<file path="src/rtl/vpd_pkg.sv">
// Shared types and constants for the VPD capability controller.
package vpd_pkg;

  typedef enum logic [1:0] {
    IDLE,
    RD_REQ,
    WR_REQ
  } vpd_state_e;

  localparam int          VPD_F_BIT    = 31;
  localparam logic [31:0] VPD_ERR_DATA = 32'hFFFF_FFFF;
  localparam int          VPD_ADDR_LSB = 16;

endpackage

</file>
<file path="src/rtl/vpd_timeout_timer.sv">
// Cycle counter bounding how long a storage request may stay outstanding.
module vpd_timeout_timer #(
  parameter int TIMEOUT_CYCLES = 1024,
  parameter int TO_W           = $clog2(TIMEOUT_CYCLES + 1)
) (
  input  logic clk,
  input  logic rst_n,
  input  logic start,
  input  logic run,
  output logic expired
);

  localparam logic [TO_W-1:0] LAST = TO_W'(TIMEOUT_CYCLES - 1);

  logic [TO_W-1:0] cnt_q, cnt_d;

  // Expiry lands on the TIMEOUT_CYCLES-th un-acked request cycle
  assign expired = run && (cnt_q == LAST);

  always_comb begin
    cnt_d = cnt_q;
    if (start) begin
      cnt_d = '0;
    end else if (run) begin
      cnt_d = cnt_q + 1'b1;
    end
  end

  always_ff @(posedge clk or negedge rst_n) begin
    if (!rst_n) begin
      cnt_q <= '0;
    end else begin
      cnt_q <= cnt_d;
    end
  end

endmodule

</file>
<file path="src/rtl/vpd_capability_ctrl.sv">
// VPD Address/Data capability registers with F-flag completion, fronting a
// req/ack backing store with read-only region and timeout protection.
module vpd_capability_ctrl
  import vpd_pkg::*;
#(
  parameter int ADDR_W         = 15,
  parameter int RO_LIMIT       = 'h80,
  parameter int TIMEOUT_CYCLES = 1024,
  parameter int TO_W           = $clog2(TIMEOUT_CYCLES + 1)
) (
  input  logic              clk,
  input  logic              rst_n,
  input  logic              cfg_addr_we,
  input  logic              cfg_data_we,
  input  logic [31:0]       cfg_wdata,
  input  logic [3:0]        cfg_be,
  output logic [15:0]       vpd_addr_rd,
  output logic [31:0]       vpd_data_rd,
  output logic              mem_req,
  output logic              mem_we,
  output logic [ADDR_W-3:0] mem_addr,
  output logic [31:0]       mem_wdata,
  input  logic              mem_ack,
  input  logic [31:0]       mem_rdata,
  input  logic              mem_err,
  output logic              busy,
  output logic              err_ro,
  output logic              err_timeout
);

  vpd_state_e        state_q, state_d;
  logic [ADDR_W-1:0] addr_q, addr_d;
  logic              f_q, f_d;
  logic [31:0]       data_q, data_d;
  logic              mem_req_q, mem_req_d;
  logic              mem_we_q, mem_we_d;
  logic [ADDR_W-3:0] mem_addr_q, mem_addr_d;
  logic [31:0]       mem_wdata_q, mem_wdata_d;
  logic              err_ro_q, err_ro_d;
  logic              err_to_q, err_to_d;

  logic              idle, data_acc, addr_acc, is_ro;
  logic [ADDR_W-1:0] new_addr;
  logic              tmr_start, tmr_run, tmr_exp;
  logic [14:0]       addr_ext;

  assign idle     = (state_q == IDLE);
  assign data_acc = cfg_data_we && (cfg_be == 4'b1111) && idle;
  assign addr_acc = cfg_addr_we && (cfg_be[3:2] == 2'b11) && idle;
  assign new_addr = {cfg_wdata[VPD_ADDR_LSB+ADDR_W-1:VPD_ADDR_LSB+2], 2'b00};
  assign is_ro    = 32'(new_addr) < 32'(RO_LIMIT);

  assign tmr_start = addr_acc && !(cfg_wdata[VPD_F_BIT] && is_ro);
  assign tmr_run   = mem_req_q && !mem_ack;

  vpd_timeout_timer #(
    .TIMEOUT_CYCLES(TIMEOUT_CYCLES),
    .TO_W          (TO_W)
  ) u_timer (
    .clk    (clk),
    .rst_n  (rst_n),
    .start  (tmr_start),
    .run    (tmr_run),
    .expired(tmr_exp)
  );

  always_comb begin
    state_d     = state_q;
    addr_d      = addr_q;
    f_d         = f_q;
    data_d      = data_q;
    mem_req_d   = mem_req_q;
    mem_we_d    = mem_we_q;
    mem_addr_d  = mem_addr_q;
    mem_wdata_d = mem_wdata_q;
    err_ro_d    = 1'b0;
    err_to_d    = 1'b0;
    case (state_q)
      IDLE: begin
        if (data_acc) begin
          data_d = cfg_wdata;
        end
        if (addr_acc) begin
          addr_d = new_addr;
          if (!cfg_wdata[VPD_F_BIT]) begin
            f_d        = 1'b0;
            mem_req_d  = 1'b1;
            mem_we_d   = 1'b0;
            mem_addr_d = new_addr[ADDR_W-1:2];
            state_d    = RD_REQ;
          end else if (is_ro) begin
            f_d      = 1'b0;
            err_ro_d = 1'b1;
          end else begin
            // data_d already holds a same-cycle data write
            f_d         = 1'b1;
            mem_req_d   = 1'b1;
            mem_we_d    = 1'b1;
            mem_addr_d  = new_addr[ADDR_W-1:2];
            mem_wdata_d = data_d;
            state_d     = WR_REQ;
          end
        end
      end
      RD_REQ, WR_REQ: begin
        if (mem_ack || tmr_exp) begin
          mem_req_d = 1'b0;
          state_d   = IDLE;
          err_to_d  = !mem_ack || mem_err;
          if (state_q == RD_REQ) begin
            f_d    = 1'b1;
            data_d = (mem_ack && !mem_err) ? mem_rdata : VPD_ERR_DATA;
          end else begin
            f_d = 1'b0;
          end
        end
      end
      default: state_d = IDLE;
    endcase
  end

  always_ff @(posedge clk or negedge rst_n) begin
    if (!rst_n) begin
      state_q     <= IDLE;
      addr_q      <= '0;
      f_q         <= 1'b0;
      data_q      <= '0;
      mem_req_q   <= 1'b0;
      mem_we_q    <= 1'b0;
      mem_addr_q  <= '0;
      mem_wdata_q <= '0;
      err_ro_q    <= 1'b0;
      err_to_q    <= 1'b0;
    end else begin
      state_q     <= state_d;
      addr_q      <= addr_d;
      f_q         <= f_d;
      data_q      <= data_d;
      mem_req_q   <= mem_req_d;
      mem_we_q    <= mem_we_d;
      mem_addr_q  <= mem_addr_d;
      mem_wdata_q <= mem_wdata_d;
      err_ro_q    <= err_ro_d;
      err_to_q    <= err_to_d;
    end
  end

  always_comb begin
    addr_ext               = '0;
    addr_ext[ADDR_W-1:0]   = addr_q;
  end

  assign vpd_addr_rd = {f_q, addr_ext};
  assign vpd_data_rd = data_q;
  assign mem_req     = mem_req_q;
  assign mem_we      = mem_we_q;
  assign mem_addr    = mem_addr_q;
  assign mem_wdata   = mem_wdata_q;
  assign busy        = !idle;
  assign err_ro      = err_ro_q;
  assign err_timeout = err_to_q;

endmodule

</file>
<file path="config.mk">
export PLATFORM = sky130hd
export DESIGN_NAME = vpd_capability_ctrl
export DESIGN_NICKNAME = d
export VERILOG_FILES = /design/src/rtl/vpd_pkg.sv /design/src/rtl/vpd_timeout_timer.sv /design/src/rtl/vpd_capability_ctrl.sv
export SDC_FILE = /design/constraint.sdc
export NUM_CORES = 1
export LEC_CHECK = 0
export BUFFER_PORTS_ARGS = -buffer_cell sky130_fd_sc_hd__buf_2
export CAP_MARGIN = 20
export CORE_ASPECT_RATIO = 0.6
export CORE_MARGIN = 4
export CORE_UTILIZATION = 45
export CTS_BUF_LIST = sky130_fd_sc_hd__clkbuf_8 sky130_fd_sc_hd__clkbuf_16
export DETAILED_ROUTE_END_ITERATION = 16
export HOLD_SLACK_MARGIN = 0.02
export PLACE_DENSITY = 0.86
export SYNTH_ARGS = -nofsm -noshare
export SYNTH_HDL_FRONTEND = slang
export SYNTH_SLANG_ARGS = --single-unit
</file>
<file path="constraint.sdc">
create_clock -name clk -period 2 [get_ports clk]
set_input_delay 0.3 -clock clk [delete_from_list [all_inputs] [get_ports clk]]
set_output_delay 0.3 -clock clk [all_outputs]
set_load 0.05 [all_outputs]
</file>
==> results of run 1 <==
-- metal layers --
metal / vias to the layer above / track usage [%] / share of wire [%]
li1: 2235 / - / -
met5: - / 0 / 0
met1: 2360 / 31.7 / 43
met4: 0 / 5.37 / 1.3
met2: 247 / 38.4 / 47
met3: 24 / 5.67 / 8.4
-- cell usage in the layout (no fill, tap or decap), types with 2 or more instances in the layout --
| cell type | synthesis | routed |
|---|---|---|
| sky130_fd_sc_hd__xor2_1 | 6 | 6 |
| sky130_fd_sc_hd__nand3_1 | 6 | 5 |
| sky130_fd_sc_hd__ha_1 | 3 | 2 |
| sky130_fd_sc_hd__nor3_1 | 80 | 80 |
| sky130_fd_sc_hd__dfrtp_1 | 108 | 107 |
| sky130_fd_sc_hd__a211oi_1 | 9 | 9 |
| sky130_fd_sc_hd__o21ai_1 | 32 | 31 |
| sky130_fd_sc_hd__nor2_1 | 17 | 17 |
| sky130_fd_sc_hd__or3_1 | 2 | 2 |
| sky130_fd_sc_hd__nand4b_1 | 2 | 2 |
| sky130_fd_sc_hd__a21oi_1 | 6 | 6 |
| sky130_fd_sc_hd__inv_1 | 6 | 6 |
| sky130_fd_sc_hd__a31o_2 | 2 | 2 |
| sky130_fd_sc_hd__inv_6 | 0 | 3 |
| sky130_fd_sc_hd__clkbuf_16 | 0 | 9 |
| sky130_fd_sc_hd__nor4_2 | 3 | 2 |
| sky130_fd_sc_hd__nand2_1 | 112 | 112 |
| sky130_fd_sc_hd__conb_1 | 1 | 2 |
| sky130_fd_sc_hd__buf_12 | 0 | 4 |
| sky130_fd_sc_hd__mux2i_1 | 34 | 34 |
| sky130_fd_sc_hd__buf_4 | 3 | 18 |
| sky130_fd_sc_hd__and2_1 | 2 | 2 |
| sky130_fd_sc_hd__o21ai_0 | 2 | 2 |
| sky130_fd_sc_hd__buf_2 | 10 | 168 |
| sky130_fd_sc_hd__nand4_1 | 3 | 3 |
| sky130_fd_sc_hd__o32ai_1 | 33 | 33 |
-- state kept, by name, summed over array words and instances (netlist names) --
register and count:
mem_we 1, state_q 2, err_ro 1, f_q 1
u_timer.cnt_q 11, vpd_data_rd 32, err_timeout 1, mem_wdata 32
addr_ext 13, mem_addr 13, mem_req 1
-- metrics by stage --
step,cell area (sq um),hold slack [ps],total power [mW],utilization [%]
6_report,6530,233,13.2,60.4
5_1_grt,6530,223,13.9,60.4
4_1_cts,6510,226,13.2,60.2
3_5_place_dp,6190,235,11.3,57.2
3_3_place_gp,6190,229,11.0,57.2
2_1_floorplan,5110,4.41,9.40,-
-- cells by family after synthesis --
group	count (synthesis)	share of synthesized area (%)
buffers and inverters	51	4.21
flip-flops	108	52.9
AO/OA/AOI/OAI	93	12.8
adder cells (fa/ha/maj)	3	0.735
multiplexers	34	6.66
AND/OR/NAND/NOR	237	21.5
other	1	0.0734
XOR/XNOR	7	1.20
-- path summary, 6_finish.rpt --
kind / from / to / slack [ps] / depth (start not counted)
max in group asynchronous: rst_n / vpd_data_rd[21]$_DFFE_PN0P_ / 910 / 3
min reg2reg: addr_ext[8]$_DFFE_PN0P_ / addr_ext[8]$_DFFE_PN0P_ / 470 / 2
max reg2reg: u_timer.cnt_q[0]$_DFFE_PN0P_ / f_q$_DFFE_PN0P_ / 60 / 5
min in group asynchronous: rst_n / mem_addr[9]$_DFFE_PN0P_ / 420 / 2
max: u_timer.cnt_q[0]$_DFFE_PN0P_ / f_q$_DFFE_PN0P_ / 60 / 5
min: cfg_wdata[22] / addr_ext[6]$_DFFE_PN0P_ / 230 / 3
-- power by group through the flow --
stage	sequential (mW)	clock (mW)	combinational, mW
after floorplan	6.87	0	2.53
after global placement	3.83	0	7.20
after detailed placement	3.89	0	7.42
after CTS	3.87	1.87	7.42
after global routing	4.01	1.97	7.97
final	3.88	1.82	7.47
-- what timing repair did --
item	4_1_cts	5_1_grt
setup endpoints to repair	0	7
resized for setup	0	4
hold endpoints to repair	25	0
hold buffers	1	0
-- critical path, delay by kind of cell, from the launching register on --
family	cells	cell delay [ps]
flops	1	390
compound gates	1	440
fa+ha+maj	1	180
simple gates	3	810
-- synthesized netlist by cell type (all sizes together), types with 2 or more instances --
cell / number
a211oi: 9
a21oi: 6
a31o: 2
and2: 2
and4: 2
buf: 19
clkbuf: 26
dfrtp: 108
ha: 3
inv: 6
mux2i: 34
nand2: 112
nand3: 6
nand4: 4
nand4b: 2
nor2: 17
nor3: 80
nor4: 4
o21ai: 34
o32ai: 33
or3: 2
xor2: 6
-- area by class of cell --
type                    count  area [sq um]  area share (%)
clock buffers              10           239            3.66
clock inverters             6          68.8            1.05
flip-flops and latches    108          2700            41.4
inverters                   6          22.5           0.345
multi-input cells         376          2240            34.3
repair buffers            192          1080            16.5
well taps                 139           174            2.66
==> run summary, run 1 <==
The critical path data required time is 2210 ps, and the weighted congestion reported at the end of routability-driven placement is 0.918. The number of hold violations in the final report was 0; the proportion of layout cells with a drive suffix above 1 was 31.8%. The number of antenna violations at the first check in global routing was 0. Setup repair after global routing could not meet its margin everywhere. Number of cells produced by synthesis: 534.

The startpoint-to-endpoint class of the critical path was flop to flop. Summed over all layers, the global routing overflow is 0. For this design, the slowest cell found on the critical path is sky130_fd_sc_hd__or4_1. For the maximum number of pins on one net before global-route repair, the log shows 60. The initial core utilization is 47.2%. Sorting the synthesized cells by area gives the leading types as sky130_fd_sc_hd__dfrtp_1, sky130_fd_sc_hd__nand2_1, sky130_fd_sc_hd__nor3_1, sky130_fd_sc_hd__mux2i_1, sky130_fd_sc_hd__o32ai_1. The run finished with clean final reports.

The worst slack at placement came out at 27.2 ps. After floorplanning, the core was sized to cover 10800 sq um. The logs give 15400 um for the routed wire length and 7.68 ps for the setup clock skew after layout.

The number of levels in the clock H-tree is 3. In this run the cell area of the synthesized design comes to 5110 sq um. The number of slew-limit violations in the final report is 0, and the highest clock frequency the design can meet is 516 MHz. The synthesis-to-finish area growth works out to 27.7%.

The final critical-path required period is 1940 ps. The tool flagged a number of max-cap violations equal to 0. After floorplanning, the core was divided into 29 placement rows. The clock net in this run drives a total of 108 sinks. The switching share of power was 53.0%; the largest driver fanout on the critical path was 6. Walking the worst path, the cells encountered are ha_1 > nand3_1 > or4_1 > a2111oi_2 > nor4_1. The worst setup path is launched from a flop. The logs give 11300 um for the estimated wirelength of the detail-placed design and 3.44 nW for the cell leakage power. The run gives 9 as the number of buffers inserted during clock tree synthesis.

TritonCTS built the clock tree. For the headroom to the max-slew limit, the log shows 58.0%. The total routing resource utilization after global routing is 23.4%. The root buffer cell chosen for the clock tree is sky130_fd_sc_hd__clkbuf_16.

After synthesis, the largest area contributor takes up 52.9% of total cell area. After detailed placement, the design holds a cell count of 820. The analysis attributes to net switching a power of 6.98 mW. The async set-or-reset flop fraction in the synthesized netlist is 100%. The top cell type by total area after synthesis is sky130_fd_sc_hd__dfrtp_1. The tools report the yosys synthesis warning count as 0. Cell internal power was estimated by the tool at 6.19 mW. The repair_antennas step left the layout with diodes totalling 0. The DRC violation total after the first TritonRoute iteration was 337; the number of port buffers was 169. The die extent in x works out to 146 um. Setup violations remaining at the end of the flow were counted as 0.

The first global-routing pass estimated 25700 um of wire. The share of total power dissipated in the clock network is 13.8%. Sequential cells were found to cover 52.9% of the synthesized design area.

The number of different library cells used by synthesis comes to 44. VDD sags by at most 0.00115 V. The total power density per cell area was 2020 nW/um^2; the final total negative setup slack was 0 ps.

The final cycle utilization of the critical path was 97.0%. At the later pin of the worst-skew pair, clock insertion delay measures 330 ps. The total of flip-flops plus latches after synthesis works out to 108. The worst hold path class was primary input to flop. The total die area is 13200 sq um, and the total DRC errors in the routed layout is 0. The first detailed-routing pass ran for 5 iterations. Counting the fill cells in the layout gives 915.

Synthesized area divided by synthesized cell count: 9.57 sq um. In the final routed layout, each cell accounts on average for 18.4 um. The final route contains 4866 vias.

For the pin with the worst max-slew slack, the measured transition is 624 ps. In the synthesized netlist the dominant register cell turns out to be sky130_fd_sc_hd__dfrtp_1. In this run the post-CTS setup repair buffer count came out at 0.

The floorplan die height is 90.5 um, and the number of enable flip-flop cells after synthesis is 0. The count of nets left with antenna violations once routing finished came out at 0. Ratio of routed vias to standard cells: 5.81. No sink is reached through more buffers than the 2 on the longest clock path. Sequential cells account for 29.5% of the total power. The run gives 4986 as the via count of the first global-routing pass. STA classifies the critical path endpoint as a flop.

The finished layout holds 837 standard cells, fillers aside. After clock tree synthesis, the clock-pin slew on the worst setup and hold paths is 70 ps. For this design the top-level I/O count stands at 172.

The logs give 770 for the number of nets in the layout and 56.7% for the portion of total power attributed to combinational logic. The largest single stage delay on the critical path is 610 ps. Setup slack on the critical path of the routed design comes to 60.5 ps.

The arrival time at the worst endpoint came out at 2140 ps.
No activity file was read; power rests on OpenSTA's default activity.
==> run 2: changes to the inputs <==
--- a/config.mk
+++ b/config.mk
@@ -12,8 +12,10 @@
 export CORE_UTILIZATION = 45
 export CTS_BUF_LIST = sky130_fd_sc_hd__clkbuf_8 sky130_fd_sc_hd__clkbuf_16
 export DETAILED_ROUTE_END_ITERATION = 16
+export GPL_TIMING_DRIVEN = 0
 export HOLD_SLACK_MARGIN = 0.02
 export PLACE_DENSITY = 0.86
+export SKIP_LAST_GASP = 1
 export SYNTH_ARGS = -nofsm -noshare
 export SYNTH_HDL_FRONTEND = slang
 export SYNTH_SLANG_ARGS = --single-unit
==> run 2 against run 1 <==
Net effect: design area up 4.6%; register-to-register slack about the same; combinational power up 5.1%; critical endpoint is now mem_wdata[20]$_DFFE_PN0P_.
==> run summary, run 2 (synthesized netlist as in run 1, its figures left out) <==
The run finished with clean final reports. The critical path data required time is 2230 ps. The slowest stage of the critical path belongs to the cell sky130_fd_sc_hd__dfrtp_1.

The tools report the total DRC errors in the routed layout as 0. Setup repair after global routing could not meet its margin everywhere. The clock network is responsible for 13.4% of the overall power. For this run the aggregate overflow at the end of global routing stands at 0.

The cell area after placement came out at 6160 sq um. The tools report the kind of end point of the critical path as a flop. The first global-routing pass estimated 27500 um of wire. The wire length per cell after detailed routing was 19.9 um. Number of port buffers: 168.

Dividing the final minimum period by the clock period gives 96.7%. The run gives 10.3 ps as the setup clock skew after layout. The signal on the critical path passes through inv_1 > ha_4 > clkbuf_4 > nand4_1 > a211o_1 > buf_4 > buf_4 > nand2_1 > o21ai_1.

The core region area is 10800 sq um. For the internal power contribution, the log shows 6.32 mW. The most repeated library cell on the critical path was sky130_fd_sc_hd__buf_4.

The die is 146 um wide. The startpoint type of the worst setup path is a flop. The number of search-and-repair iterations in the first detailed-routing pass is 6, and the proportion of layout cells with a drive suffix above 1 is 35.9%.

For this block, the initial DRC count from the detailed router was 463. The finished cells cover 6830 sq um. TritonCTS built the clock tree.

The initial utilization of the core area, before any placement, comes to 47.2%. The count of fill cells added during filler insertion was 929; the clock sink total was 108. The arrival time at the worst endpoint is 2160 ps. Using the TritonRoute via totals, the vias-per-cell ratio works out to 5.90.

The number of slew-limit violations in the final report was 0. The run gives 74 as the maximum number of pins on one net before global-route repair. The logs give 2 for the maximum root-to-sink buffer count and 5149 for the via count of the first global-routing pass.

The die covers 13200 sq um. The tools report the library cell used as clock root buffer as sky130_fd_sc_hd__clkbuf_16. The run gives 843 as the placed cell count. In the layout the commonest cells are sky130_fd_sc_hd__buf_2, sky130_fd_sc_hd__nand2_1, sky130_fd_sc_hd__dfrtp_1.

The number of antenna violations at the first check in global routing is 0, and the later-pin clock latency in the skew report is 350 ps. For this design the ratio of total power to cell area is 1990 nW/um^2. The cell leakage power is 3.59 nW. Setup slack closes at 65.2 ps.

Buffers inserted during clock tree synthesis total 9. IR analysis of the VDD net gives a maximum drop of 0.00102 V. In this run the worst hold path is classified as primary input to flop. Leaving out filler cells and counting taps, the final layout contains 872.

The highest clock frequency the design can meet is 517 MHz. The tool flagged a number of max-cap violations equal to 0. The via count of the routed design came out at 5143.

The number of nets in the layout was 805; the floorplan die height was 90.5 um. The number of levels in the clock H-tree is 3, and the number of hold violations in the final report is 0. The maximum cell stage delay along the critical path works out to 380 ps. The critical path is of the flop to flop type. The final critical-path required period is 1930 ps.

The run gives 172 as the top-level I/O count. Synthesis-to-finish area growth: 33.7%. Along the worst path, the maximum fanout reaches 10.

For the worst slack at placement, the log shows -684 ps. The analysis attributes to net switching a power of 7.26 mW. Sequential cells burn 28.8% of the power. Most common library cell in the layout ignoring fill and taps: sky130_fd_sc_hd__buf_2. Headroom to the max-slew limit came out at 36.9%. After detailed routing, the total wire length is 17400 um.

Per report_power, the combinational group accounts for 57.8% of the total. Across every metal layer, demand over resource in global routing totals 25.8%. Number of antenna diodes: 0.

Detailed placement finished with a half-perimeter wire length of 12800 um. Setup violations remaining at the end of the flow were counted as 0. After clock tree synthesis, the clock-pin slew on the worst setup and hold paths is 70 ps. The switching share of power was 53.5%.

For the pin with the worst max-slew slack, the measured transition is 938 ps. The floorplan has 29 rows. The remaining antenna violation count after routing is 0, and the weighted congestion reported at the end of routability-driven placement is 0.894.
-- run 2: power groups by stage --
stage | sequential, mW | combinational [mW] | clock (mW)
after floorplan | 6.87 | 2.53 | 0
after global placement | 3.84 | 7.26 | 0
after detailed placement | 3.91 | 7.50 | 0
after CTS | 3.87 | 7.66 | 1.84
after global routing | 4.01 | 8.34 | 1.93
final | 3.91 | 7.85 | 1.82
-- run 2: layout make-up --
class / instances / area [sq um] / area share (%)
flip-flops and latches: 108 / 2710 / 39.6
clock buffers: 9 / 225 / 3.30
repair buffers: 184 / 986 / 14.4
well taps: 139 / 174 / 2.55
inverters: 6 / 22.5 / 0.330
multi-input cells: 376 / 2320 / 34.0
clock inverters: 7 / 73.8 / 1.08
plain buffers: 43 / 317 / 4.64
-- run 2: per-stage QoR --
step | hold WS, ps | setup TNS, ps | utilization (%) | power [mW]
after CTS | 213 | -1520 | 61.4 | 13.4
after floorplan | 4.41 | 0 | - | 9.40
final | 220 | 0 | 63.2 | 13.6
after global placement | 454 | -84500 | 56.7 | 11.1
after global routing | 225 | -94.8 | 63.2 | 14.3
after detailed placement | 296 | -34470 | 57.0 | 11.4
-- run 2: worst paths after layout --
path | startpoint | to | slack [ps] | cells past startpoint
min in group asynchronous | rst_n | mem_wdata[29]$_DFFE_PN0P_ | 460 | 2
max in group asynchronous | rst_n | u_timer.cnt_q[2]$_DFFE_PN0P_ | 770 | 3
min reg2reg | mem_addr[5]$_DFFE_PN0P_ | mem_addr[5]$_DFFE_PN0P_ | 480 | 2
max | state_q[0]$_DFFE_PN0P_ | mem_wdata[20]$_DFFE_PN0P_ | 70 | 9
max reg2reg | state_q[0]$_DFFE_PN0P_ | mem_wdata[20]$_DFFE_PN0P_ | 70 | 9
min | cfg_wdata[22] | addr_ext[6]$_DFFE_PN0P_ | 220 | 3
-- run 2: what timing repair did --
item,4_1_cts,5_1_grt
hold buffers,1,0
gates cloned,0,0
setup endpoints to repair,94,80
resized for setup,52,49
pin swaps,7,10
endpoints found under the hold margin,35,0
buffers inserted,7,7
-- run 2: per-layer routing --
metal | share of wire [%] | global-route usage (%)
met1 | 43 | 36.4
met2 | 46 | 40.0
met3 | 9.4 | 7.02
met4 | 1.9 | 5.61
met5 | 0 | 0
-- run 2: worst max-delay path: cells and delay by family, from the launching register on --
| kind | cells | cell delay [ps] |
|---|---|---|
| buffers and inverters | 4 | 640 |
| flip-flops | 1 | 380 |
| AO/OA/AOI/OAI | 2 | 360 |
| AND/OR/NAND/NOR | 2 | 280 |
| adder cells (fa/ha/maj) | 1 | 140 |
==> run 3: changes to the inputs <==
--- a/config.mk
+++ b/config.mk
@@ -9,12 +9,12 @@
 export CAP_MARGIN = 20
 export CORE_ASPECT_RATIO = 0.6
 export CORE_MARGIN = 4
-export CORE_UTILIZATION = 45
+export CORE_UTILIZATION = 40
 export CTS_BUF_LIST = sky130_fd_sc_hd__clkbuf_8 sky130_fd_sc_hd__clkbuf_16
 export DETAILED_ROUTE_END_ITERATION = 16
 export GPL_TIMING_DRIVEN = 0
 export HOLD_SLACK_MARGIN = 0.02
-export PLACE_DENSITY = 0.86
+export PLACE_DENSITY = 0.76
 export SKIP_LAST_GASP = 1
 export SYNTH_ARGS = -nofsm -noshare
 export SYNTH_HDL_FRONTEND = slang
==> run 3 against run 2 <==
Net effect: via count decreased by 0.74%; wire length increased by 0.59%; first-iteration DRC count decreased by 17%; global-route usage decreased by 2.7 points; flip-flop and latch count unchanged; worst hold slack got worse by 22 ps; design area decreased by 0.27%; count of clock-buffer cells in the layout unchanged; utilization decreased by 7.6 points; combinational power decreased by 0.9%; sequential power about the same.
==> run summary, run 3 (synthesized netlist as in run 1, its figures left out) <==
The run gives 0 as the number of slew-limit violations in the final report. The run gives 9 as the number of buffers inserted during clock tree synthesis. The pin slew with the least headroom to its limit was 714 ps.

Reg2reg setup slack: 50 ps. Data arrives at the worst endpoint at 2190 ps. The number of violations of the max-capacitance limit was 0. The clock period could shrink to 1950 ps. The number of buffers and inverters on the critical path was 4; the critical path data required time was 2230 ps. The largest driver fanout on the critical path is 10, and the ratio of routed vias to standard cells is 5.70. Among all stages on the critical path, the largest delay is contributed by sky130_fd_sc_hd__dfrtp_1. The flow ran to the end, and the final reports show no timing, DRC or antenna violations.

The logs give 895 for the final non-filler cell total and 172 for the top-level I/O count. The number of antenna violations at the first check in global routing is 0. The worst setup path is captured at a flop. The proportion of layout cells with a drive suffix above 1 is 34.7%, and the later-pin clock latency in the skew report is 350 ps. The kind of cell with the highest combined delay along the critical path is buffers and inverters. Measured on the finished design, the core utilization comes to 55.6%. The worst setup path is of the flop to flop kind. VDD sags by at most 0.000829 V.

From synthesis to final layout, the design area changed by 33.3%. The run gives 5105 as the via count of the routed design. The DRC violation total after the first TritonRoute iteration was 385.

The analysis attributes to cell leakage a power of 3.57 nW. The wire length per cell after detailed routing came out at 19.5 um. The most repeated library cell on the critical path is sky130_fd_sc_hd__buf_4. STA classifies the critical path startpoint as a flop. TritonCTS built the clock tree. The worst hold path belongs to the class primary input to flop. Derived from the worst setup path, the maximum achievable clock frequency is 512 MHz. Counting tap cells, the placed design contains a total of 869 instances. The tools report the initial core utilization as 41.7%.

The detailed-route wire length on metal 1 was 7740 um; the count of fill cells added during filler insertion was 1111. The number of port buffers came out at 168. 0 antenna diodes ended up in the layout.

For the total routing resource utilization after global routing, the log shows 23.1%. The floorplan has 31 rows. The maximum cell stage delay along the critical path was 360 ps; the number of hold violations in the final report was 0. The run gives 59 as the maximum number of pins on one net before global-route repair. The clock net in this run drives a total of 108 sinks. The via count of the first global-routing pass was 5018; the routed wire length was 17500 um. Clock-pin slew was measured on the worst setup and hold paths at 70 ps. The critical path goes through inv_1 > ha_1 > clkbuf_4 > and4_1 > nand3_1 > buf_4 > buf_4 > mux2i_1 > o21ai_1.

The total area inside the core boundary comes to 12300 sq um. At the end of routability-driven placement, the weighted congestion stood at 0.842. The total power density per cell area is 1990 nW/um^2. The total DRC errors in the routed layout is 0. The floorplan die height was 95.5 um. The estimated wirelength of the detail-placed design was 13000 um; the number of levels in the clock H-tree was 3. In this run the horizontal extent of the chip is 154 um. The final total negative setup slack was 0 ps.

The die covers 14700 sq um. Setup violations remaining at the end of the flow were counted as 0. The logs give 27000 um for the wire length of the first global-routing pass and 2 for the maximum root-to-sink buffer count.

The wire length on met2 came out at 7770 um. Setup repair after global routing could not meet its margin everywhere. The root buffer cell chosen for the clock tree is sky130_fd_sc_hd__clkbuf_16. The setup clock skew after layout is 9.15 ps, and the number of search-and-repair iterations in the first detailed-routing pass is 5. The highest metal layer carrying signal wires in the routed design is met4. Leaving out fill and tap cells, the most frequent cells in the layout are sky130_fd_sc_hd__buf_2, sky130_fd_sc_hd__nand2_1, sky130_fd_sc_hd__dfrtp_1. The length of routed met3 wiring was 1730 um; the final cycle utilization of the critical path was 97.7%. The count of nets left with antenna violations once routing finished came out at 0. The worst pin sits at a relative slew slack of 52.0%. For the number of nets in the layout, the log shows 802. The most common library cell in the layout ignoring fill and taps was sky130_fd_sc_hd__buf_2.

The leftover overflow at the end of global routing is 0.
[run 3: cell types whose count changed in the layout (fill, tap and decap cells not counted), moves of 2 or more]
cell                       delta
sky130_fd_sc_hd__ha_1         +2
sky130_fd_sc_hd__clkinv_4     +4
sky130_fd_sc_hd__clkinv_2     -2
sky130_fd_sc_hd__inv_6        -2
sky130_fd_sc_hd__clkbuf_4     -2
sky130_fd_sc_hd__nor4_2       -2
[run 3: report_power, final]
part	leakage (nW)	total, mW	switching, mW	internal (mW)
clock network	0.152	1.86	0.865	0.992
registers	1.38	3.91	0.752	3.16
logic	2.04	7.78	5.62	2.15
total	3.57	13.5	7.24	6.30
[run 3: cell type report]
type	count	area [sq um]	share of cell area [%]
flip-flops and latches	108	2710	39.7
well taps	165	206	3.03
multi-input cells	376	2280	33.5
plain buffers	42	298	4.37
inverters	6	22.5	0.331
clock buffers	9	225	3.31
repair buffers	182	983	14.4
clock inverters	7	85.1	1.25
[run 3: final timing paths]
check                                         from                           end  cells after the start
setup / recovery            state_q[0]$_DFFE_PN0P_     mem_wdata[20]$_DFFE_PN0P_                      9
hold / removal                             mem_err         err_timeout$_DFF_PN0_                      3
setup reg to reg            state_q[0]$_DFFE_PN0P_     mem_wdata[20]$_DFFE_PN0P_                      9
hold reg to reg            addr_ext[3]$_DFFE_PN0P_       addr_ext[3]$_DFFE_PN0P_                      2
max in group asynchronous                    rst_n  u_timer.cnt_q[3]$_DFFE_PN0P_                      3
min in group asynchronous                    rst_n     mem_wdata[15]$_DFFE_PN0P_                      2
[run 3: timing repair]
action | CTS | global route
hold buffers | 1 | 0
hold endpoints to repair | 50 | 0
pin swaps | 5 | 5
setup buffers | 5 | 7
endpoints found under the setup margin | 98 | 72
gates resized for setup | 44 | 46
[run 3: worst min-delay path, stage by stage]
cell and delay (ps):
sky130_fd_sc_hd__buf_2 110, sky130_fd_sc_hd__nand2_1 50, sky130_fd_sc_hd__a21oi_1 50
[run 3: per-layer routing]
metal	vias up	track usage [%]
li1	2307	-
met1	2494	32.8
met2	273	35.2
met3	31	7.07
met4	0	4.92
met5	-	0
[run 3: stage by stage]
| step | total power, mW | cell area (sq um) | worst slack (ps) | hold slack (ps) |
|---|---|---|---|---|
| finish | 13.5 | 6810 | 45.3 | 198 |
| global route | 14.3 | 6810 | -42.5 | 229 |
| CTS | 13.4 | 6640 | -6.51 | 186 |
| detailed placement | 11.4 | 6190 | -669 | 377 |
| global placement | 11.2 | 6160 | -767 | 454 |
| floorplan | 9.40 | 5110 | 60.9 | 4.41 |
